### src/rtl/serial_adder_ctrl_pkg.sv
// Shared types and constants for the bit-serial adder sequencer.
package serial_adder_ctrl_pkg;

    typedef enum logic [1:0] {
        ST_IDLE = 2'd0,
        ST_RUN  = 2'd1,
        ST_DONE = 2'd2
    } state_t;

    localparam int DEFAULT_WIDTH = 8;

    // Counter must hold WIDTH-1 without wrapping.
    function automatic int cnt_width(input int width);
        return $clog2(width) + 1;
    endfunction

endpackage

### src/rtl/serial_adder_ctrl_fa.sv
// Purely combinational one-bit full adder; the sequencer owns all state
// around it.
module full_adder_cell (
    input  logic a,
    input  logic b,
    input  logic cin,
    output logic sum,
    output logic co
);

    assign sum = a ^ b ^ cin;
    assign co  = (a & b) | (cin & (a ^ b));

endmodule

### src/rtl/serial_adder_ctrl.sv
// Bit-serial adder: accepts two WIDTH-bit operands, adds them LSB first
// through one full-adder cell over WIDTH cycles, and returns {co,sum}.
module serial_adder_ctrl
    import serial_adder_ctrl_pkg::*;
#(
    parameter int WIDTH = DEFAULT_WIDTH
) (
    input  logic             clk,
    input  logic             rst,
    input  logic             in_valid,
    output logic             in_ready,
    input  logic [WIDTH-1:0] a,
    input  logic [WIDTH-1:0] b,
    input  logic             cin,
    output logic             out_valid,
    input  logic             out_ready,
    output logic [WIDTH-1:0] sum,
    output logic             co,
    output logic             busy
);

    localparam int CNT_W = cnt_width(WIDTH);

    state_t           state;
    state_t           state_nxt;
    logic [WIDTH-1:0] a_sh;
    logic [WIDTH-1:0] b_sh;
    logic [WIDTH-1:0] res_sh;
    logic [WIDTH-1:0] res_nxt;
    logic             carry_q;
    logic [CNT_W-1:0] cnt;
    logic             last_bit;
    logic             cell_sum;
    logic             cell_co;

    full_adder_cell u_cell (
        .a   (a_sh[0]),
        .b   (b_sh[0]),
        .cin (carry_q),
        .sum (cell_sum),
        .co  (cell_co)
    );

    assign last_bit = (cnt == CNT_W'(WIDTH - 1));
    assign res_nxt  = {cell_sum, res_sh[WIDTH-1:1]};

    always_ff @(posedge clk or posedge rst) begin
        if (rst) begin
            state <= ST_IDLE;
        end else begin
            state <= state_nxt;
        end
    end

    always_comb begin
        state_nxt = state;
        case (state)
            ST_IDLE: if (in_valid)  state_nxt = ST_RUN;
            ST_RUN:  if (last_bit)  state_nxt = ST_DONE;
            ST_DONE: if (out_ready) state_nxt = ST_IDLE;
            default:                state_nxt = ST_IDLE;
        endcase
    end

    // All handshake outputs are pure state decodes, so no input reaches
    // an output combinationally.
    always_comb begin
        in_ready  = 1'b0;
        out_valid = 1'b0;
        busy      = 1'b0;
        case (state)
            ST_IDLE: in_ready = 1'b1;
            ST_RUN:  busy     = 1'b1;
            ST_DONE: begin
                out_valid = 1'b1;
                busy      = 1'b1;
            end
            default: in_ready = 1'b0;
        endcase
    end

    always_ff @(posedge clk or posedge rst) begin
        if (rst) begin
            a_sh    <= '0;
            b_sh    <= '0;
            res_sh  <= '0;
            carry_q <= 1'b0;
            cnt     <= '0;
            sum     <= '0;
            co      <= 1'b0;
        end else begin
            case (state)
                ST_IDLE: begin
                    if (in_valid) begin
                        a_sh    <= a;
                        b_sh    <= b;
                        carry_q <= cin;
                        cnt     <= '0;
                        res_sh  <= '0;
                    end
                end
                ST_RUN: begin
                    a_sh    <= a_sh >> 1;
                    b_sh    <= b_sh >> 1;
                    res_sh  <= res_nxt;
                    carry_q <= cell_co;
                    cnt     <= cnt + CNT_W'(1);
                    // The final bit goes straight into the output register
                    // so the result is ready the cycle DONE is entered.
                    if (last_bit) begin
                        sum <= res_nxt;
                        co  <= cell_co;
                    end
                end
                default: begin
                end
            endcase
        end
    end

endmodule
### config.mk
export PLATFORM = sky130hd
export DESIGN_NAME = serial_adder_ctrl
export DESIGN_NICKNAME = d
export VERILOG_FILES = /design/src/rtl/serial_adder_ctrl_pkg.sv /design/src/rtl/serial_adder_ctrl_fa.sv /design/src/rtl/serial_adder_ctrl.sv
export SDC_FILE = /design/constraint.sdc
export NUM_CORES = 1
export LEC_CHECK = 0
export ABC_AREA = 1
export BUFFER_PORTS_ARGS = -buffer_cell sky130_fd_sc_hd__buf_2
export CAP_MARGIN = 15
export CORE_MARGIN = 2
export CORE_UTILIZATION = 35
export DETAILED_ROUTE_END_ITERATION = 10
export SYNTH_ARGS = -nofsm -noshare
export SYNTH_HDL_FRONTEND = slang
export SYNTH_SLANG_ARGS = --single-unit
### constraint.sdc
create_clock -name clk -period 4.15 [get_ports clk]
set_input_delay 0 -clock clk [delete_from_list [all_inputs] [get_ports clk]]
set_output_delay 0 -clock clk [all_outputs]
set_load 0.01 [all_outputs]
==> impl_metrics.py <==
metrics = {
    "critical_path": {
        "startpoint_type": "flip-flop",
        "reg2reg_from": "state[1]",
        "cpPeakStageDelay_ns": 0.54,
        "end_kind": "flip-flop",
        "crit_fanout": 45,
        "slowest_stage": "nand2_2",
        "criticalPathCategory": "flip-flop to flip-flop",
        "critPathRequiredTime_ns": 4.33,
        "crit_path_cell_trace": "inv_1, ha_1, nand2_1, nand2_2, inv_1, nor2_1, nor2_1",
        "critPathArrivalTime_ns": 2.32,
        "startpoint": "state[1]",
    },
    "yosys": {
        "yosys_warnings": 0,
        "ys_types": 19,
        "synth-seq-area-share": 0.543,
        "synth_fa_ha_area_frac": 0.0390,
        "synth.avg_cell_area_um2": 8.68,
        "synth_compound_area_frac": 0.151,
        "yosys_register_bits": 39,
        "yosys.area_share.simple": 0.162,
        "muxShareOfSynthArea": 0,
        "syn-num-nets": 233,
        "synth_top_family_by_area": "simple AND/OR/NAND/NOR gates",
        "synth_xor_area_frac": 0,
        "synthCells": 207,
        "netlist_area_mm2": 0.00180,
    },
    "detailed_routing": {
        "ant_nets": 0,
        "dr.pass1.iters": 4,
        "met3WireLength_um": 111,
        "wire_per_inst_um": 10.7,
        "dr_wl_met2_um": 1640,
        "drt_wl_total_um": 3380,
        "met1Wirelength_um": 1580,
        "drt_iter0_markers": 91,
        "routed-via-count": 1403,
        "remaining_drc_errors": 0,
        "top_layer": "met4",
        "vias_per_cell": 4.44,
    },
    "status": {
        "status": "finished, final reports clean",
    },
    "sta": {
        "tightest_slew_ns": 0.697,
        "min_period_over_period": 0.516,
        "hold_viol": 0,
        "setup_tns_ns": 0,
        "setup_ws_ns": 2.01,
        "setup_viol": 0,
        "maxSlewHeadroom": 0.534,
        "max_freq_mhz": 467,
        "whs_ns": 0.0309,
        "period_minus_slack_ns": 2.14,
        "finalMaxSlewViolations": 0,
        "rsz0062_at_grt": "no",
        "clock_skew_ns": 0.00442,
    },
    "final_layout": {
        "layout_common_cells": "nand2_1, dfrtp_1, o21ai_0",
        "final_common_cell": "nand2_1",
        "antenna_cells": 0,
        "final_area_mm2": 0.00219,
        "drive_gt1_frac": 0.179,
        "stdcell_count": 316,
        "nNetsFinal": 271,
        "area_growth_syn_to_layout_pct": 21.8,
        "fillers": 506,
        "fin_util": 0.434,
    },
    "clocking": {
        "cts.htree.levels": 2,
        "clock-root-buffer": "clkbuf_8",
        "post_cts_buffers": 0,
        "clkTransAtPathRegs_ns": 0.08,
        "clk_path_buf_depth": 2,
        "cts_buffers": 5,
        "post_cts_resized": 0,
        "clock_latency_ns": 0.29,
        "cts_tree": "done",
        "holdBufCountCts": 6,
        "clock_sinks": 39,
    },
    "placed_design": {
        "dp.cells": 302,
        "port_buffers": 32,
        "dpl_cell_area_mm2": 0.00199,
        "dp_hpwl_um": 2260,
        "post-place-ws_ns": 2.01,
        "gp_congestion": 0.757,
    },
    "global_route": {
        "groute.usage.overall": 0.135,
        "grt_max_degree": 46,
        "globalRouteOverflowTotal": 0,
        "grt_pass1_vias": 1291,
        "grt_antenna_before_repair": 0,
        "grt_pass1_wl_um": 5730,
    },
    "min_path": {
        "hp-class": "primary input to flip-flop",
        "min_from": "a[4]",
    },
    "power_and_ir_drop": {
        "ir_drop_mv": 0.390,
        "power_mw": 1.56,
        "powerDensity_mw_per_mm2": 714,
        "p_leak_nw": 1.11,
    },
    "floorplanning": {
        "rows": 26,
        "core_mm2": 0.00504,
        "dieWidth_um": 75.7,
        "dieArea_mm2": 0.00572,
        "io_pins": 33,
        "die_h_um": 75.7,
        "initial_core_util": 0.356,
    },
    "run": {
        "maxCapViolations": 0,
    },
}
## flip-flops by register name, indices dropped and copies added (netlist names)
name	flops
state	2
cnt	4
res_sh	7
a_sh	8
b_sh	8
co	1
carry_q	1
sum	8
## critical path: cells and delay by family (launching register included)
family	cells	cell delay, ns
AND/OR/NAND/NOR	4	0.86
adder cells (fa/ha/maj)	1	0.49
flip-flops	1	0.40
buffers and inverters	2	0.27
## synth_stat cells
library cell / count / area, um2
nand2_1: 57 / 214
dfrtp_1: 39 / 976
o21ai_0: 35 / 175
inv_1: 33 / 124
nand3_1: 7 / 35.0
o22ai_1: 7 / 43.8
a21oi_1: 5 / 25.0
ha_1: 4 / 50.1
nor2_1: 4 / 15.0
buf_4: 3 / 22.5
o211ai_1: 3 / 22.5
buf_2: 2 / 10.0
buf_6: 2 / 22.5
clkbuf_2: 1 / 5.00
fa_1: 1 / 20.0
inv_2: 1 / 3.75
nand2_2: 1 / 6.26
nand4_4: 1 / 21.3
o21ai_1: 1 / 5.00
## routing by layer
layer / global-route usage / vias up
met5: 0 / -
met1: 0.174 / 654
met2: 0.213 / 17
met4: 0.0526 / 0
met3: 0.0410 / 5
li1: - / 727
## cell type report
cell class              count  area [um2]  share of cell area
flip-flops and latches     39         976               0.446
well taps                  70        87.6              0.0400
inverters                  34         128              0.0583
multi-input cells         126         633               0.289
clock buffers               5        68.8              0.0314
repair buffers             39         228               0.104
clock inverters             3        67.6              0.0309
## worst paths after layout
kind,endpoint,slack [ns],cells past startpoint
setup / recovery,cnt[2],2.01,7
min in group asynchronous,a_sh[6],0.36,4
hold / removal,a_sh[4],0.03,5
setup reg to reg,cnt[2],2.01,7
max in group asynchronous,cnt[0],3.45,4
hold reg to reg,sum[3],0.48,2
## report_power, final
part / switching [mW] / internal, mW
Combinational: 0.395 / 0.204
Sequential: 0.0641 / 0.529
Clock: 0.132 / 0.240
Total: 0.591 / 0.972
## cells by family after synthesis
family | count (synthesis)
and+or+nand+nor | 70
DFF | 39
buffers and inverters | 42
adders and majority gates | 5
AOI/OAI and AO/OA | 51
(Power assumes the default switching activity.)
